File: src/rtl/next_state_sequencer.sv
// Microsequencer: holds the microstore address register and computes the next
// microstate from the sequencing fields, datapath conditions and a memory-wait watchdog.
module next_state_sequencer #(
  parameter int SW        = 7,
  parameter int MAX_STATE = 44,
  parameter int ERR_STATE = 0,
  parameter int TIMEOUT   = 16
) (
  input  logic          clk,
  input  logic          reset,
  input  logic [2:0]    n_sel,
  input  logic          inv,
  input  logic [1:0]    cond_sel,
  input  logic [SW-1:0] cr_addr,
  input  logic [SW-1:0] enc_state,
  input  logic          moc,
  input  logic          br_cond,
  input  logic          irq,
  output logic [SW-1:0] current_state,
  output logic          illegal_state,
  output logic          timeout_err,
  output logic [4:0]    wait_cnt
);

  localparam logic [SW-1:0] MAX_S   = SW'(MAX_STATE);
  localparam logic [SW-1:0] ERR_S   = SW'(ERR_STATE);
  localparam logic [4:0]    TO_LAST = 5'(TIMEOUT - 1);
  localparam logic          WD_EN   = (TIMEOUT > 0);

  logic [SW-1:0] state_q, state_d;
  logic          illegal_q, illegal_d;
  logic          timeout_q, timeout_d;
  logic [4:0]    wait_q, wait_d;

  logic          sel_cond_s;
  logic          cond_s;
  logic [SW-1:0] inc_s;
  logic [SW-1:0] mux_s;
  logic          hold_s;
  logic          wd_fire_s;

  // Condition select and polarity
  always_comb begin
    sel_cond_s = 1'b0;
    case (cond_sel)
      2'b00:   sel_cond_s = moc;
      2'b01:   sel_cond_s = br_cond;
      2'b10:   sel_cond_s = 1'b1;
      2'b11:   sel_cond_s = irq;
      default: sel_cond_s = 1'b0;
    endcase
    cond_s = sel_cond_s ^ inv;
  end

  assign inc_s = state_q + SW'(1);

  // Sequencing-mode mux
  always_comb begin
    mux_s = '0;
    case (n_sel)
      3'b000:  mux_s = enc_state;
      3'b001:  mux_s = '0;
      3'b010:  mux_s = cr_addr;
      3'b011:  mux_s = inc_s;
      3'b100:  mux_s = cond_s ? cr_addr : inc_s;
      3'b101:  mux_s = cond_s ? cr_addr : enc_state;
      3'b110:  mux_s = cond_s ? inc_s : state_q;
      3'b111:  mux_s = cond_s ? cr_addr : '0;
      default: mux_s = '0;
    endcase
  end

  assign hold_s    = (n_sel == 3'b110) && !cond_s;
  assign wd_fire_s = WD_EN && hold_s && (wait_q == TO_LAST);

  // Next state: watchdog beats the legality check, which beats the mode mux
  always_comb begin
    state_d   = mux_s;
    illegal_d = 1'b0;
    if (wd_fire_s) begin
      state_d   = ERR_S;
      illegal_d = 1'b0;
    end else if (mux_s > MAX_S) begin
      state_d   = '0;
      illegal_d = 1'b1;
    end else begin
      state_d   = mux_s;
      illegal_d = 1'b0;
    end
  end

  // Hold counter (saturating) and sticky timeout flag
  always_comb begin
    wait_d    = 5'd0;
    timeout_d = timeout_q | wd_fire_s;
    if (wd_fire_s) begin
      wait_d = 5'd0;
    end else if (hold_s) begin
      wait_d = (wait_q == 5'd31) ? 5'd31 : wait_q + 5'd1;
    end else begin
      wait_d = 5'd0;
    end
  end

  // The only register on the microstore feedback loop
  always_ff @(posedge clk) begin
    if (reset) begin
      state_q   <= '0;
      illegal_q <= 1'b0;
      timeout_q <= 1'b0;
      wait_q    <= 5'd0;
    end else begin
      state_q   <= state_d;
      illegal_q <= illegal_d;
      timeout_q <= timeout_d;
      wait_q    <= wait_d;
    end
  end

  assign current_state = state_q;
  assign illegal_state = illegal_q;
  assign timeout_err   = timeout_q;
  assign wait_cnt      = wait_q;

endmodule

File: config.mk
export PLATFORM = sky130hd
export DESIGN_NAME = next_state_sequencer
export DESIGN_NICKNAME = d
export VERILOG_FILES = /design/src/rtl/next_state_sequencer.sv
export SDC_FILE = /design/constraint.sdc
export NUM_CORES = 1
export LEC_CHECK = 0
export CORE_ASPECT_RATIO = 2
export CORE_UTILIZATION = 47
export DETAILED_ROUTE_END_ITERATION = 7
export PLACE_DENSITY = 0.8
export SYNTH_ARGS = -nofsm -noshare
export SYNTH_HDL_FRONTEND = slang
export SYNTH_SLANG_ARGS = --single-unit
File: constraint.sdc
create_clock -name clk -period 2.4 [get_ports clk]
set_input_delay 0.36 -clock clk [delete_from_list [all_inputs] [get_ports clk]]
set_output_delay 0.36 -clock clk [all_outputs]
set_load 0.005 [all_outputs]
### Yosys cells after proc, flatten, opt, wreduce, memory -nomap -nowiden

Cells that the tools add are included.

* bits of input ports: 25
* word-level logic and storage cells: 38
* register bits: 14
* output and inout bits: 14

* reduce and logical (&&, ||, !) cells: 8
* order comparisons: 1
* equal/unequal tests: 12
* $add $sub $neg: 2
* bitwise gates (word level): 3
* muxes and demuxes: 8

Operator list (count)
* case mux 7 bit (8 select lines): 1
* two-way mux 7 bit: 4
* equality test 3 bit, second input constant: 4
* adder 7 x 1 -> 7 bit, second input constant: 1
* greater-than comparator 7 x 6 -> 1 bit, second input constant: 1
* equality test 3 x 2 -> 1 bit, second input constant: 2
* OR reduction 3 bit: 2
* adder 5 x 1 -> 5 bit, second input constant: 1
* equality test 5 x 4 -> 1 bit, second input constant: 1
* equality test 5 bit, second input constant: 1
* two-way mux 5 bit: 1
* equality test 2 bit, second input constant: 2
* case mux 1 bit (4 select lines): 1
* equality test 3 x 1 -> 1 bit, second input constant: 1
* zero test 3 bit: 1
* equality test 2 x 1 -> 1 bit, second input constant: 1
* logical AND 1 bit: 2
* zero test 2 bit: 1
* OR reduction 2 bit: 1
* zero test 1 bit: 1
* two-way mux 1 bit: 1
* NOT 1 bit: 1
* OR 1 bit: 1
* XOR 1 bit: 1

### Longest topological paths before layout

Gate-level depths: netlist of run 1.

* depth after elaboration: 7
* gate-level depth with buffers: 9
* depth with buffers taken out: 8

### Worst setup path after synthesis of run 1

OpenSTA, ideal clock, no wires.

* path kind: register to register
* start: reg state_q[0], in the netlist current_state[0]
* end: reg state_q[0], in the netlist current_state[0]
* data arrival time: 1888 ps
* cell stages (with the launch flop): 9
* path slack: 369 ps
* required time: 2257 ps
* clock period less this slack: 2031 ps
* library setup time: 143 ps
* buffers on the path: 0
* path through: dfxtp_1 > ha_1 > or3b_1 > a21oi_1 > nor4_1 > o31a_1 > a21o_1 > o21ai_2 > a211oi_1

* word-level cells in the longest chain between the ends: 5
* elaborated cells on any way between the ends: 6
* those cells by class: 1 x add/sub; 1 x order compare; 3 x mux; 1 x reduce/logical

Ends and longest elaborated chain
* start: declaration: RTL line 30 `logic [SW-1:0] state_q, state_d;`
* start signal: assignment: RTL line 113 `state_q <= state_d;`
* adder 7 x 1 -> 7 bit: RTL line 55 `assign inc_s = state_q + SW'(1);`
* two-way mux 7 bit (on tied branches): RTL line 67, 65
* case mux 7 bit (8 select lines) (*): RTL line 60 `case (n_sel)`
* greater-than comparator 7 x 6 -> 1 bit: RTL line 83 `end else if (mux_s > MAX_S) begin`
* OR reduction 3 bit (no source line)

Every way passes the cells marked *; elsewhere a longest branch is shown, timed or not.
A chain may end at the register's enable or synchronous reset.

### Worst setup path in the final report of run 1

* start: in n_sel[0]
* end: reg state_q[0], in the netlist current_state[0]

* word-level cells in the longest chain between the ends: 4
* elaborated cells on any way between the ends: 13
* those cells by class: 1 x order compare; 7 x eq/ne; 1 x mux; 4 x reduce/logical

Ends and longest elaborated chain
* start: declaration: RTL line 11 `input logic [2:0] n_sel,`
* equality test 3 bit (tied with other cells): RTL line 60
* case mux 7 bit (8 select lines) or logical AND 1 bit (tied branches): RTL line 60, 73
* greater-than comparator 7 x 6 -> 1 bit or logical AND 1 bit (tied branches): RTL line 83, 74
* OR reduction 3 bit (no source line)

Parallel ways exist; a longest one is shown, timed or not.

==> results of run 1 <==
## placed cells by master, fill, tap and decap left out, types with 3 or more instances in the layout
cell / Yosys / layout
nor2b_1: 5 / 5
nand2_1: 9 / 9
inv_1: 5 / 5
a31oi_1: 4 / 3
nand4_1: 3 / 3
clkbuf_8: 0 / 4
nand3_1: 7 / 7
o211ai_1: 5 / 5
buf_4: 0 / 29
nor2_1: 10 / 10
a32oi_1: 3 / 3
dfxtp_1: 14 / 14
xnor2_1: 5 / 5
clkdlybuf4s50_1: 0 / 37
mux2i_1: 3 / 3
nand2b_1: 5 / 5
a211oi_1: 7 / 7
a21oi_1: 17 / 16
nor3b_1: 3 / 3
## critical path, delay by kind of cell
| kind | cells | cell delay, ns |
|---|---|---|
| buf+inv | 2 | 0.63 |
| compound gates | 5 | 0.94 |
| simple gates | 2 | 0.46 |
## worst paths after layout
| path | endpoint | slack (ns) | cells after the start |
|---|---|---|---|
| max reg2reg | current_state[0]$_SDFF_PP0_ | 0.19 | 8 |
| min reg2reg | timeout_err$_SDFF_PP0_ | 0.48 | 2 |
| max | current_state[0]$_SDFF_PP0_ | 0.11 | 9 |
| min | timeout_err$_SDFF_PP0_ | 0.48 | 2 |
## state kept, by name (all words and copies together) (netlist names)
name	cells
illegal_state	1
wait_cnt	5
current_state	7
timeout_err	1
## per-stage QoR
stage,hold WS [ns],cells
2_1_floorplan,0.432,162
6_report,0.485,250
5_1_grt,0.505,250
3_3_place_gp,0.463,244
3_5_place_dp,0.463,244
4_1_cts,0.484,249
## synthesized netlist by cell type, drive strengths merged (3+ instances only)
cell type	count
a32oi	3
o211ai	5
nand4	3
dfxtp	14
nor2b	5
a21oi	17
xnor2	5
a221oi	3
a31oi	4
o21ai	5
nor3b	3
mux2i	3
mux2	3
a211oi	8
nand2b	5
nand2	9
inv	6
nand3	7
buf	4
clkbuf	7
nor3	4
nor2	11
## power by group
| group | switching [mW] | internal (mW) | leakage (nW) | total, mW |
|---|---|---|---|---|
| Sequential | 0.0152 | 0.244 | 0.114 | 0.259 |
| Combinational | 0.146 | 0.166 | 0.587 | 0.313 |
| Clock | 0.0907 | 0.145 | 0.0288 | 0.236 |
| Total | 0.252 | 0.556 | 0.730 | 0.808 |
## per-layer routing
layer / vias to the layer above / routed length [µm] / global-route usage / share of wire
li1: 745 / - / - / -
met1: 725 / 1590 / 0.303 / 0.36
met2: 77 / 2480 / 0.611 / 0.56
met3: 12 / 197 / 0.0350 / 0.045
met4: 0 / 142 / 0.161 / 0.032
met5: - / 0 / 0 / 0
## final cells by class
class | instances | area share
clock buffers | 4 | 0.0281
inverters | 6 | 0.0115
multi-input cells | 131 | 0.493
flip-flops and latches | 14 | 0.143
well taps | 28 | 0.0179
repair buffers | 67 | 0.307
## kinds of logic after synthesis
| kind of cell | share of synthesized area |
|---|---|
| flip-flops | 0.220 |
| other | 0.00294 |
| XOR/XNOR | 0.0657 |
| buffers and inverters | 0.0539 |
| adder cells (fa/ha/maj) | 0.0196 |
| AO/OA/AOI/OAI | 0.351 |
| AND/OR/NAND/NOR | 0.237 |
| multiplexers | 0.0500 |
## timing repair
item	in CTS	in global routing
gates resized for setup	0	9
pin swaps	1	2
setup buffers	1	1
endpoints found under the setup margin	1	7
==> summary.txt, run 1 <==
Setup path
  • Critical Path Max Stage Delay: 0.44 ns
  • Critical Path RT: 2.50 ns
  • Crit-path max FO: 12
  • Reg2reg start: current_state[1]$_SDFF_PP0_
  • Slowest cell on crit path: clkdlybuf4s50_1
  • Worst Setup SP: n_sel[0]
  • Kind of end point of the critical path: register
  • Crit Path Class: input port to register
  • CP arrival: 2.39 ns
  • CP Cell Sequence: clkdlybuf4s50_1 -> buf_4 -> or3b_1 -> a21oi_1 -> nor4_1 -> o31a_1 -> a21o_1 -> o21ai_2 -> a211oi_1
  • Startpoint Class: input port

Drt
  • Final ANT Viol Nets: 0
  • First-iteration detailed-routing DRC count: 46
  • Via Count: 1559
  • Vias per cell: 6.24
  • Drt wl/cell: 17.7 µm
  • Drt first pass iters: 4
  • # DRC: 0
  • Routed wire length: 4420 µm

Final layout
  • N_diodes: 0
  • Area delta synth->final: 53.5%
  • Share of layout cells above drive strength 1: 0.216
  • Layout net count: 250
  • Fill cells: 194
  • Seq. cell area: 280 µm²
  • Design area: 1960 µm²
  • Layout Utilization: 0.762
  • Multi-input logic area: 966 µm²

Pwr
  • Power density cells: 412 nW/µm²
  • Max VDD drop: 457 µV
  • Leak Pwr: 0.730 nW
  • Pwr Total: 0.808 mW

Floorplan
  • Die Y: 75.7 µm
  • Initial Util: 0.497
  • Die width: 38.8 µm
  • Full die area: 2940 µm²
  • IO Count: 39
  • Core Box Area: 2570 µm²
  • Site Rows: 26

Placed design
  • Final HPWL DP: 3280 µm
  • Placed cell area: 1850 µm²
  • GP Congestion: 0.910
  • Pre-CTS setup slack: -0.267 ns
  • Port Buffers: 38

Global route
  • Largest net degree at the start of global routing: 13
  • Global-route usage over all layers: 0.316
  • First-pass GRT wire length: 6460 µm
  • Number of antenna violations at the first check in global routing: 0
  • Global route overflow: 0
  • Number of global-route vias before repair: 1464

Timing
  • Tmin final: 2.29 ns
  • Fmax: 0.437 GHz
  • Setup tns final: 0 ns
  • Fin Clk Skew: 0.00122 ns
  • Final setup fails: 0
  • Slew Limit Fails: 0
  • Setup ws final: 0.113 ns
  • Max-Slew Margin vs Limit: 0.625
  • Final hold viol count: 0
  • Slew @ Worst Pin: 0.559 ns
  • Fin crit share: 0.953

Clocking
  • Clock Pin Slew Worst Setup and Hold Paths: 0.06 ns
  • CTS root buf: clkbuf_8
  • CTS Buf Count: 3
  • Hold Buf Count CTS: 0
  • Skew-Pair Late Insertion Delay: 0.25 ns
  • CTS tree: built
  • CTS HTree Levels: 1
  • CTS Buffer Depth: 2
  • Clk sink count: 14

Synth
  • Synth Flop Type: dfxtp_1
  • Synth area leaders: dfxtp_1 22%, a21oi_1 6.7%, a211oi_1 4.1%
  • Post-synth net total: 189
  • Synth area leader: dfxtp_1
  • Synth Register Bits: 14
  • Number of enable flip-flop cells after synthesis: 0
  • Asr flop ratio synth: 0
  • Syn. warnings: 0
  • Mapped Area: 1280 µm²
  • Synth top area share: 0.220
  • Sequential area share after synthesis: 0.220
  • Synth unique cells: 54
  • Synth Instances: 162
  • Avg Cell Area, Syn: 7.88 µm²

Job
  • # Max-Cap Violations: 0

Hold path
  • Hold_sp: timeout_err$_SDFF_PP0_
  • Hold Path Class: register to register

Outcome
  • Status: complete, no violations
(Power assumes the default switching activity.)
==> inputs of run 2 (changes only) <==
- CORE_UTILIZATION: 47 -> 42
- PLACE_DENSITY: 0.8 -> 0.76
- clock period: 2.4 -> 1.94 ns (I/O delays scaled with it)
==> run 2 against run 1 <==
Sequential power up 23%. Worst hold slack about the same. Sequential cell count unchanged. Clock-buffer cell count unchanged. First-iteration DRC count up 70%. The flow now finishes with violations (negative setup slack). Sequential share of layout area down 1.7 points. Final cell count up 6.0%. Total power up 39%. Largest power group unchanged. Routed wire length up 20%. Via count up 7.9%. Highest routed layer unchanged.
==> summary.txt, run 2 (synthesis results as in run 1) <==
Timing
  • Fin crit share: 1.05
  • Final hold viol count: 0 (unchanged)
  • Slew Limit Fails: 0 (unchanged)
  • Tmin final: 2.04 ns
  • RSZ-0062 raised after global routing: yes
  • Final setup fails: 5 (+5)
  • Setup ws final: -0.0993 ns (-0.213 ns)
  • Fin Clk Skew: 0.000287 ns (-0.000936 ns)
  • Final hold slack: 0.484 ns (-0.000324 ns)
  • Fmax: 0.490 GHz

Clocking
  • CTS Buf Count: 3 (unchanged)
  • CTS HTree Levels: 1 (unchanged)
  • CTS Buffer Depth: 2 (unchanged)
  • Clk sink count: 14 (unchanged)
  • Hold Buf Count CTS: 0 (unchanged)
  • Skew-Pair Late Insertion Delay: 0.25 ns (about the same)
  • CTS root buf: clkbuf_8
  • CTS tree: built
  • Clock Pin Slew Worst Setup and Hold Paths: 0.06 ns (about the same)

Setup path
  • Slowest cell on crit path: dfxtp_2
  • R2R depth: 9 (+1)
  • R2r setup slk: -0.1 ns (-0.29 ns)
  • Kind of end point of the critical path: register
  • Crit-path max FO: 4 (-8)
  • Crit-path most repeated cell: buf_4
  • Critical Path RT: 2.10 ns (-0.40 ns)
  • CP arrival: 2.20 ns (-0.19 ns)
  • Crit Path Class: register to register
  • Critical Path Max Stage Delay: 0.33 ns (-0.11 ns)
  • CP Cell Sequence: buf_4 -> buf_4 -> nand4b_1 -> xor2_1 -> o31ai_1 -> a32o_2 -> a221oi_4 -> o21ai_4 -> a211oi_2
  • Reg2reg end: current_state[2]$_SDFF_PP0_
  • Reg2reg start: current_state[1]$_SDFF_PP0_
  • Startpoint Class: register

Placed design
  • Placed cell count: 253 (+3.7%)
  • GP Congestion: 0.859 (-5.6%)
  • Port Buffers: 38 (unchanged)
  • Final HPWL DP: 3660 µm (+12%)
  • Placed cell area: 1940 µm² (+4.8%)

Global route
  • Global route overflow: 0 (unchanged)
  • Largest net degree at the start of global routing: 13 (unchanged)
  • Number of global-route vias before repair: 1653 (+13%)
  • Global-route usage over all layers: 0.315 (-0.00102)
  • First-pass GRT wire length: 7080 µm (+9.6%)
  • Number of antenna violations at the first check in global routing: 0 (unchanged)

Floorplan
  • Site Rows: 28 (+7.7%)
  • Die width: 41.0 µm (+5.5%)
  • Die Y: 80.0 µm (+5.6%)
  • Full die area: 3280 µm² (+11%)
  • Core Box Area: 2910 µm² (+13%)
  • Initial Util: 0.439 (-0.0577)
  • IO Count: 39 (unchanged)

Hold path
  • Hold EP: timeout_err$_SDFF_PP0_
  • Hold_sp: timeout_err$_SDFF_PP0_
  • Hold Path Class: register to register
  • WHS Path Cells: 2 (unchanged)

Final layout
  • Commonest non-fill, non-tap cell in the layout: buf_4
  • Layout Cells excl Fill: 265 (+6.0%)
  • Number of flip-flops in the largest register: 7 (unchanged)
  • Share of layout cells above drive strength 1: 0.374 (+0.158)
  • Fill cells: 192 (-1.0%)
  • Area delta synth->final: 76.7%
  • Design area: 2250 µm² (+15%)
  • Most frequent cells in the layout: 37 x buf_4, 29 x clkdlybuf4s50_1, 13 x a21oi_1
  • N_diodes: 0 (unchanged)
  • Layout net count: 263 (+5.2%)

Pwr
  • Internal: 0.752 mW (+35%)
  • Leak Pwr: 0.856 nW (+17%)
  • Switching power: 0.368 mW (+46%)
  • Max VDD drop: 598 µV (+31%)
  • Seq pwr share: 0.285 (-0.036)
  • Clock power frac: 0.258 (-0.034)
  • Power density cells: 497 nW/µm² (+20%)
  • Combinational power share: 0.458 (+0.071)
  • Switching portion of total power: 0.328 (+0.0161)
  • Pwr Total: 1.12 mW (+39%)

Outcome
  • Failing checks: negative setup slack
  • Status: finished, violations left

Drt
  • # DRC: 0 (unchanged)
  • Final ANT Viol Nets: 0 (unchanged)
  • Routed wire length: 5300 µm (+20%)
  • Via Count: 1682 (+7.9%)
  • First-iteration detailed-routing DRC count: 78 (+70%)
  • Drt first pass iters: 4 (unchanged)
  • Vias per cell: 6.35 (+1.8%)
  • Drt wl/cell: 20.0 µm (+13%)

Job
  • # Max-Cap Violations: 0 (unchanged)
-- run 2: cell types whose count changed in the layout (fill, tap and decap cells not counted), moves of 3 or more --
cell / previous run / this run
a211oi_1: 7 / 2
a211oi_2: 0 / 5
a21oi_1: 16 / 13
buf_4: 29 / 37
buf_6: 0 / 3
clkdlybuf4s50_1: 37 / 29
dlygate4sd2_1: 0 / 6
-- run 2: repair_timing --
item | 4_1_cts | 5_1_grt
cloned | 1 | 0
resized for setup | 40 | 19
buffers inserted | 3 | 4
endpoints found under the setup margin | 12 | 11
pin swaps | 17 | 16
-- run 2: critical path: cells and delay by family (launching register included) --
family | cells | cell delay [ns]
xor+xnor | 1 | 0.18
compound gates | 5 | 1.05
simple gates | 1 | 0.11
flops | 1 | 0.33
buf+inv | 2 | 0.27
-- run 2: worst max-delay path by stage --
| stage | from | to | slack [ns] | cells after the start |
|---|---|---|---|---|
| finish | current_state[1]$_SDFF_PP0_ | current_state[2]$_SDFF_PP0_ | -0.1 | 9 |
| global route | n_sel[0] | current_state[2]$_SDFF_PP0_ | -0.17 | 8 |
| CTS | current_state[1]$_SDFF_PP0_ | current_state[2]$_SDFF_PP0_ | -0.12 | 8 |
| detailed placement | cond_sel[1] | current_state[2]$_SDFF_PP0_ | -0.79 | 8 |
| global placement | cond_sel[1] | illegal_state$_SDFF_PP0_ | -0.62 | 8 |
| floorplan | cond_sel[1] | current_state[1]$_SDFF_PP0_ | 0.02 | 7 |
-- run 2: stage by stage --
step | utilization | TNS [ns] | worst slack (ns)
floorplan | - | 0 | 0.0221
global placement | 0.666 | -5.70 | -0.616
detailed placement | 0.666 | -7.75 | -0.786
CTS | 0.744 | -0.473 | -0.125
global route | 0.775 | -0.774 | -0.175
finish | 0.775 | -0.360 | -0.0993
-- run 2: power by group through the flow --
stage          combinational [mW]  sequential (mW)  clock (mW)
4_1_cts                     0.459            0.317       0.287
6_report                    0.512            0.319       0.288
3_3_place_gp                0.385            0.324           0
2_1_floorplan               0.192            0.325           0
3_5_place_dp                0.400            0.323           0
5_1_grt                     0.538            0.320       0.297
-- run 2: layer usage --
layer | track usage | up-vias | part of all wire
met4 | 0.227 | 0 | 0.076
met3 | 0.0111 | 35 | 0.042
met2 | 0.591 | 89 | 0.56
met1 | 0.269 | 788 | 0.33
li1 | - | 770 | -
met5 | 0 | - | 0
-- run 2: layout make-up --
cell class                 count  area, µm²  area share
sequential                    14        285       0.127
timing repair buffer          80        704       0.312
clock buffer                   4       55.1      0.0244
inverter                       6       22.5     0.00999
tap                           30       37.5      0.0166
multi-input combinational    131       1150       0.510
